### config.mk
export PLATFORM = sky130hd
export DESIGN_NAME = playseq_motor_param
export DESIGN_NICKNAME = d
export VERILOG_FILES = /design/src/rtl/playseq_motor_param.sv
export SDC_FILE = /design/constraint.sdc
export NUM_CORES = 1
export LEC_CHECK = 0
export CORE_UTILIZATION = 55
export CTS_BUF_LIST = sky130_fd_sc_hd__clkbuf_8
export DETAILED_ROUTE_END_ITERATION = 10
export PLACE_DENSITY = 0.73
export REMOVE_ABC_BUFFERS = 1
export SETUP_SLACK_MARGIN = 0.5
export SYNTH_ARGS = -nofsm -noshare
export SYNTH_HDL_FRONTEND = slang
export SYNTH_SLANG_ARGS = --single-unit
### constraint.sdc
create_clock -name clock -period 2.8 [get_ports clock]
set_input_delay 0.56 -clock clock [delete_from_list [all_inputs] [get_ports clock]]
set_output_delay 0.56 -clock clock [all_outputs]
set_load 0.01 [all_outputs]
### src/rtl/playseq_motor_param.sv
// PlaySeq engine: loadable one-hot symbol memory, LED preview of a growing prefix, checked player input with per-move timeout.
// Verdict two edges after a press; no backpressure, inputs sampled every cycle and presses are edge-detected.
module playseq_motor_param #(
    parameter int N        = 4,
    parameter int DEPTH_W  = 4,
    parameter int T_LED    = 500,
    parameter int T_JOGADA = 5000
) (
    input  logic               clock,
    input  logic               reset,
    input  logic               iniciar,
    input  logic [N-1:0]       botoes,
    input  logic [DEPTH_W-1:0] limite,
    input  logic               carga_we,
    input  logic [DEPTH_W-1:0] carga_addr,
    input  logic [N-1:0]       carga_dado,
    output logic [N-1:0]       leds,
    output logic               pronto,
    output logic               ganhou,
    output logic               perdeu,
    output logic               timeout,
    output logic [3:0]         db_estado,
    output logic [DEPTH_W-1:0] db_rodada,
    output logic [DEPTH_W-1:0] db_endereco
);

    localparam int TMAX = (T_LED > T_JOGADA) ? T_LED : T_JOGADA;
    localparam int TW   = (TMAX > 1) ? $clog2(TMAX) : 1;
    localparam logic [TW-1:0] LED_LAST = TW'(T_LED - 1);
    localparam logic [TW-1:0] JOG_LAST = TW'(T_JOGADA - 1);

    localparam logic [2:0] OCIOSO     = 3'd0;
    localparam logic [2:0] MOSTRA     = 3'd1;
    localparam logic [2:0] APAGA      = 3'd2;
    localparam logic [2:0] ESPERA     = 3'd3;
    localparam logic [2:0] COMPARA    = 3'd4;
    localparam logic [2:0] FIM_GANHOU = 3'd5;
    localparam logic [2:0] FIM_PERDEU = 3'd6;

    logic [N-1:0]       mem_q [2**DEPTH_W];
    logic [2:0]         estado_q, estado_d;
    logic [DEPTH_W-1:0] rodada_q, rodada_d;
    logic [DEPTH_W-1:0] endereco_q, endereco_d;
    logic [TW-1:0]      timer_q, timer_d;
    logic [N-1:0]       jogada_q, jogada_d;
    logic               prev_q;
    logic               pronto_q, pronto_d;
    logic               ganhou_q, ganhou_d;
    logic               perdeu_q, perdeu_d;
    logic               timeout_q, timeout_d;
    logic [N-1:0]       simbolo;
    logic               press;

    assign simbolo = mem_q[endereco_q];
    assign press   = (|botoes) & ~prev_q;

    always_comb begin
        estado_d   = estado_q;
        rodada_d   = rodada_q;
        endereco_d = endereco_q;
        timer_d    = timer_q;
        jogada_d   = jogada_q;
        pronto_d   = pronto_q;
        ganhou_d   = ganhou_q;
        perdeu_d   = perdeu_q;
        timeout_d  = timeout_q;
        case (estado_q)
            OCIOSO, FIM_GANHOU, FIM_PERDEU: begin
                if (iniciar) begin
                    estado_d   = MOSTRA;
                    rodada_d   = '0;
                    endereco_d = '0;
                    timer_d    = '0;
                    pronto_d   = 1'b0;
                    ganhou_d   = 1'b0;
                    perdeu_d   = 1'b0;
                    timeout_d  = 1'b0;
                end
            end
            MOSTRA: begin
                if (timer_q == LED_LAST) begin
                    estado_d = APAGA;
                    timer_d  = '0;
                end else begin
                    timer_d = timer_q + TW'(1);
                end
            end
            APAGA: begin
                if (timer_q == LED_LAST) begin
                    timer_d = '0;
                    if (endereco_q == rodada_q) begin
                        estado_d   = ESPERA;
                        endereco_d = '0;
                    end else begin
                        estado_d   = MOSTRA;
                        endereco_d = endereco_q + DEPTH_W'(1);
                    end
                end else begin
                    timer_d = timer_q + TW'(1);
                end
            end
            ESPERA: begin
                // A press on the final cycle still wins over the timeout.
                if (press) begin
                    jogada_d = botoes;
                    estado_d = COMPARA;
                    timer_d  = '0;
                end else if (timer_q == JOG_LAST) begin
                    estado_d  = FIM_PERDEU;
                    timer_d   = '0;
                    pronto_d  = 1'b1;
                    perdeu_d  = 1'b1;
                    timeout_d = 1'b1;
                end else begin
                    timer_d = timer_q + TW'(1);
                end
            end
            COMPARA: begin
                timer_d = '0;
                if (jogada_q != simbolo) begin
                    estado_d = FIM_PERDEU;
                    pronto_d = 1'b1;
                    perdeu_d = 1'b1;
                end else if (endereco_q != rodada_q) begin
                    estado_d   = ESPERA;
                    endereco_d = endereco_q + DEPTH_W'(1);
                end else if (rodada_q == limite) begin
                    estado_d = FIM_GANHOU;
                    pronto_d = 1'b1;
                    ganhou_d = 1'b1;
                end else begin
                    estado_d   = MOSTRA;
                    rodada_d   = rodada_q + DEPTH_W'(1);
                    endereco_d = '0;
                end
            end
            default: estado_d = OCIOSO;
        endcase
    end

    always_ff @(posedge clock) begin
        if (reset) begin
            estado_q   <= OCIOSO;
            rodada_q   <= '0;
            endereco_q <= '0;
            timer_q    <= '0;
            jogada_q   <= '0;
            prev_q     <= 1'b0;
            pronto_q   <= 1'b0;
            ganhou_q   <= 1'b0;
            perdeu_q   <= 1'b0;
            timeout_q  <= 1'b0;
        end else begin
            estado_q   <= estado_d;
            rodada_q   <= rodada_d;
            endereco_q <= endereco_d;
            timer_q    <= timer_d;
            jogada_q   <= jogada_d;
            prev_q     <= |botoes;
            pronto_q   <= pronto_d;
            ganhou_q   <= ganhou_d;
            perdeu_q   <= perdeu_d;
            timeout_q  <= timeout_d;
        end
    end

    // Sequence memory survives reset so a game can be replayed.
    always_ff @(posedge clock) begin
        if (carga_we && estado_q == OCIOSO)
            mem_q[carga_addr] <= carga_dado;
    end

    always_comb begin
        case (estado_q)
            MOSTRA:  leds = simbolo;
            ESPERA:  leds = botoes;
            COMPARA: leds = jogada_q;
            default: leds = '0;
        endcase
    end

    assign pronto      = pronto_q;
    assign ganhou      = ganhou_q;
    assign perdeu      = perdeu_q;
    assign timeout     = timeout_q;
    assign db_estado   = {1'b0, estado_q};
    assign db_rodada   = rodada_q;
    assign db_endereco = endereco_q;

endmodule

* Word-level counts from Yosys, hierarchy flattened
Memory sizes are Yosys's and may differ from the RTL's. A register that Yosys moved wholly into a read port is not among the register bits.
Index checks and enable logic that the tools add are counted.
** Cells by class
- Add/sub/neg operators :: 3
- Bitwise operators :: 2
- Eq/ne operators :: 26
- Muxes and demuxes :: 43
- Reduce and logical (&&, ||, !) cells :: 19
** Operators with widths (count)
- 13-bit 2-to-1 mux :: 4
- 13-bit case mux with 4 select lines :: 1
- 4-bit 2-to-1 mux :: 11
- 3-bit 2-to-1 mux :: 8
- 4-bit case mux with 3 select lines :: 2
- 2-bit != test (second input constant) :: 10
- 5-bit AND reduction :: 4
- 3-bit case mux with 5 select lines :: 1
- 13-bit by 1-bit adder with 13-bit output (second input constant) :: 1
- 13-bit equality test (second input constant) :: 1
- 13-bit by 9-bit equality test with 1-bit output (second input constant) :: 1
- 3-bit != test (second input constant) :: 4
- 1-bit 2-to-1 mux :: 10
- 3-bit equality test (second input constant) :: 3
- 4-bit by 1-bit adder with 4-bit output (second input constant) :: 2
- 4-bit equality test :: 2
- 4-bit != test :: 2
- 4-bit case mux with 2 select lines :: 1
- 4-bit AND reduction :: 2
- 3-bit by 2-bit equality test with 1-bit output (second input constant) :: 2
- 1-bit case mux with 3 select lines :: 2
- 6-bit AND reduction :: 1
- 3-bit nonzero test :: 2
- 1-bit case mux with 2 select lines :: 2
- 12 further kinds :: 14
** Storage, ports and cells
- Register bits :: 33
- Output and inout bits :: 20
- Memories kept :: 1
- Input port bits :: 20
- Word-level logic and storage cells :: 104
- Bits in writable memories :: 64
** Memory list
- mem_q :: depth 16, bits a word 4, rd ports 1, clocked after memory_dff 1, write ports 1, RTL line 40 : logic [N-1:0] mem_q [2**DEPTH_W];

* Logic depth before layout (Yosys ltp)
- Word-level depth :: 7
- Depth in mapped cells :: 9

* Worst setup path after synthesis
Ideal clock, no wire load.
- Path type :: reg2reg
- Start :: reg with a tool-made name
- End :: reg estado_q[1]
- Arrival time :: 2.435 ns
- Buffers on the path :: 1
- Stages on the path, launching flop included :: 9
- Setup slack :: 0.244 ns
- Period minus slack after synthesis :: 2.556 ns
- Cells stage by stage :: dfxtp_1 -> buf_6 -> mux4_1 -> mux4_2 -> xor2_1 -> a31oi_4 -> a41o_1 -> a21oi_1 -> o311a_1
** RTL lines
- end signal: assignment :: RTL line 154 : estado_q <= estado_d;
- end: declaration :: RTL line 41 : logic [2:0] estado_q, estado_d;

==> reports/summary.md <==
In the post-synthesis netlist, the biggest area contributors are sky130_fd_sc_hd__edfxtp_1 (39%), sky130_fd_sc_hd__dfxtp_1 (15%), sky130_fd_sc_hd__mux4_2 (6.4%). For this block, the initial DRC count from the detailed router was 184. The signal on the critical path passes through buf_6 > mux4_2 > mux4_2 > buf_6 > xor2_4 > a31oi_4 > buf_6 > a31oi_4 > buf_6 > o21ai_4 > a21oi_2. The tools report the headroom to the max-slew limit as 29.6%. In this run the worst hold path is classified as reg -> reg. The detail route stage leaves a number of antenna-violating nets equal to 0.

Counting both buffers and inverters, the worst setup path holds a total of 4. The horizontal die dimension is 96.5 microns, and the average cell area after synthesis is 11.8 sq um. For the cell area after technology mapping, the log shows 4920 sq um.

At the worst endpoint, the arrival time is 3.16 ns. The run gives 0 as the number of antenna diodes. For the net count reported at finish, the log shows 525. In the synthesized netlist the dominant register cell turns out to be sky130_fd_sc_hd__edfxtp_1.

40 I/O pins were placed. The worst setup path is captured at a flop. The first detailed-routing pass took 4 iterations. The tools report the cell leakage power as 2.12 nW. The critical path class was reg -> reg.

The tool flagged a number of max-cap violations equal to 0. Clock tree synthesis inserted a total of 9 buffers. TritonCTS built the clock tree. Setup violations remaining at the end of the flow were counted as 17. The setup TNS is -0.982 ns. The worst setup skew after layout is 0.0160 ns, and the maximum resistive drop on vdd is 0.000281 V. Initial cell density of the core: 56.6%. In this run the register-to-register setup slack is -0.09 ns. After synthesis, the largest area contributor takes up 39.1% of total cell area. The clock network latency to the later pin of the worst-skew pair is 0.37 ns, and the total global routing overflow is 0. For the number of sinks handled by clock tree synthesis, the log shows 101.

The cell type of the slowest stage on the worst timing path was sky130_fd_sc_hd__mux4_2. For the worst flop-to-flop path, the logic depth is 11. By instance count, the cell type seen most on the critical path is sky130_fd_sc_hd__buf_6.

Static timing analysis puts the maximum clock frequency at 0.346 GHz. Broken down by cell family, the worst path's largest delay share belongs to multiplexers. STA classifies the critical path startpoint as a flop. Initial antenna violation count: 0. After synthesis, the share of flip-flops with an asynchronous set or reset is 0%. In this run the power density over the cells is 483 nW/um^2. From synthesis to final layout, the design area changed by 27.3%. The floorplan step defined a die boundary enclosing 9320 sq um. The die is 96.5 microns tall.

The wire length per cell came out at 18.9 microns. The flow ran to the end, but the final reports show violations. Timing analysis after detailed placement gives a worst setup slack of -0.273 ns.

For this run, the slowest stage of the critical path takes 0.53 ns. The tools report the smallest setup slack after layout as -0.0890 ns. The total of flip-flops plus latches after synthesis works out to 101. The final critical path takes up 103% of the cycle. The checks that failed: setup timing.

The global-route total usage across every layer is 25.6%. The critical path crosses 11 cells after its start point. The number of hold violations in the final report was 0. After clock tree synthesis, the clock-pin slew on the worst setup and hold paths is 0.10 ns. sky130_fd_sc_hd__edfxtp_1 is the most common cell in the netlist. The smallest clock period supported by the final layout is computed as 2.89 ns. Dividing the detail-routed via count by the number of cells gives 6.01. The number of global-route vias before repair came out at 3441.

The routed wire length came out at 11.6 mm. In this run the worst path has a maximum fanout of 4. The final weighted congestion of routability-driven global placement was 0.839. At the worst endpoint, the required time is 3.07 ns. The wire-length estimate of the detail-placed layout is 8.08 mm.

Across all layers, the routed design uses 3694 vias. The number of buffers on the longest clock path was 2. The count of unresolved DRC violations after routing was 0; the count of buffers inserted at the top-level ports was 38. The logs give 0 for the max-slew violation count and 34 for the site row count.

The cell sitting at the root of the clock tree is a sky130_fd_sc_hd__clkbuf_8. The run gives 8680 sq um as the core footprint. Setup repair after global routing could not meet its margin everywhere. The H-tree generated during clock tree synthesis spans 3 levels.

The layout cell share with drive strength beyond 1 came out at 27.8%. In the synthesized netlist, the cells that appear most often are sky130_fd_sc_hd__edfxtp_1 (64), sky130_fd_sc_hd__nor2_1 (38), sky130_fd_sc_hd__dfxtp_1 (37), sky130_fd_sc_hd__nand2_1 (25), sky130_fd_sc_hd__nor3_1 (19). The largest total area in the synthesized netlist belongs to sky130_fd_sc_hd__edfxtp_1. The total power draw is 0.00302 W, and the maximum number of pins on one net before global-route repair is 23.

The count of flip-flops with a built-in enable after synthesis is 64, and the synthesized instance count is 415. The post-synthesis sequential area ratio came out at 54.2%. The netlist uses 68 different library cells. Yosys printed 0 warnings.

The first global-routing pass estimated 17.2 mm of wire. For the pin with the worst max-slew slack, the measured transition is 1.05 ns.
==> worst register-to-register path, delay by kind of cell (launching register included) <==
| kind | cells | cell delay [ns] |
|---|---|---|
| buf+inv | 4 | 0.59 |
| xor+xnor | 1 | 0.15 |
| mux | 2 | 1.04 |
| compound gates | 4 | 0.61 |
| flops | 1 | 0.40 |
==> layout make-up <==
type                    count  area (sq um)
flip-flops and latches    101          2680
fillers                   609          2420
multi-input cells         284          2340
repair buffers             97           873
well taps                 108           135
clock buffers               9           124
clock inverters             7          72.6
inverters                   9          33.8
==> routing by layer <==
| layer | global-route usage [%] | wire [microns] | share of wire, % | vias up |
|---|---|---|---|---|
| li1 | - | - | - | 1757 |
| met1 | 31.6 | 4780 | 41 | 1804 |
| met2 | 44.2 | 6020 | 52 | 117 |
| met3 | 6.34 | 602 | 5.2 | 16 |
| met4 | 7.97 | 237 | 2.0 | 0 |
| met5 | 0 | 0 | 0 | - |
==> logic make-up after synthesis <==
| kind of cell | after synthesis | share of synthesized area, % |
|---|---|---|
| DFF | 101 | 54.2 |
| buffers and inverters | 30 | 2.85 |
| adders and majority gates | 3 | 0.764 |
| and+or+nand+nor | 159 | 17.7 |
| AOI/OAI and AO/OA | 70 | 10.2 |
| muxes | 30 | 10.3 |
| xor gates and xnor gates | 21 | 3.89 |
| other | 1 | 0.0763 |
==> stage by stage <==
stage	area, sq um	hold slack (ns)	utilization [%]	instances
5_1_grt	6260	0.486	72.1	615
2_1_floorplan	4810	0.466	-	394
3_3_place_gp	5660	0.435	65.3	585
4_1_cts	6050	0.458	69.7	609
3_5_place_dp	5660	0.438	65.3	585
6_report	6260	0.451	72.1	615
==> timing repair <==
item | in CTS | in global routing
pin swaps | 15 | 20
setup endpoints to repair | 40 | 67
setup buffers | 8 | 6
gates resized for setup | 60 | 36
hold buffers | 0 | 0
==> worst min-delay path by stage <==
stage | start | end | cells past startpoint
2_1_floorplan | timer_q[1] | timer_q[1] | 2
3_3_place_gp | pronto | pronto | 2
3_5_place_dp | pronto | pronto | 2
4_1_cts | pronto | pronto | 2
5_1_grt | perdeu | perdeu | 2
6_report | pronto | pronto | 2
==> power breakdown <==
group	leakage [nW]	total (W)	internal, W	switching [W]
Clock	0.0970	0.000910	0.000351	0.000559
Combinational	1.14	0.000472	0.000200	0.000273
Sequential	0.880	0.00164	0.00161	0.0000282
Total	2.12	0.00302	0.00216	0.000860
==> state kept, by name, indices dropped and copies added (netlist names), named ones only <==
name	cells
db_endereco	4
db_rodada	4
estado_q	3
ganhou	1
jogada_q	4
mem_q	64
perdeu	1
prev_q	1
pronto	1
timeout	1
timer_q	13
==> layout by cell type, fill, tap and decap left out, drive strengths merged, types with 4 or more instances in the layout <==
cell / netlist / final
xor2: 16 / 16
mux2i: 14 / 14
a31oi: 7 / 7
nand2: 25 / 25
o21ai: 15 / 15
a21oi: 16 / 16
clkbuf: 12 / 9
nor3: 19 / 19
mux4: 16 / 16
nand3b: 5 / 5
xnor2: 5 / 5
buf: 9 / 63
nor2: 38 / 38
inv: 8 / 12
nand3: 14 / 14
nand4: 10 / 10
dfxtp: 37 / 37
o31ai: 4 / 4
or4b: 4 / 4
clkdlybuf4s50: 0 / 32
nor4: 5 / 5
edfxtp: 64 / 64
nand2b: 12 / 12
nor2b: 5 / 5
Power figures use the tool's default switching activity.
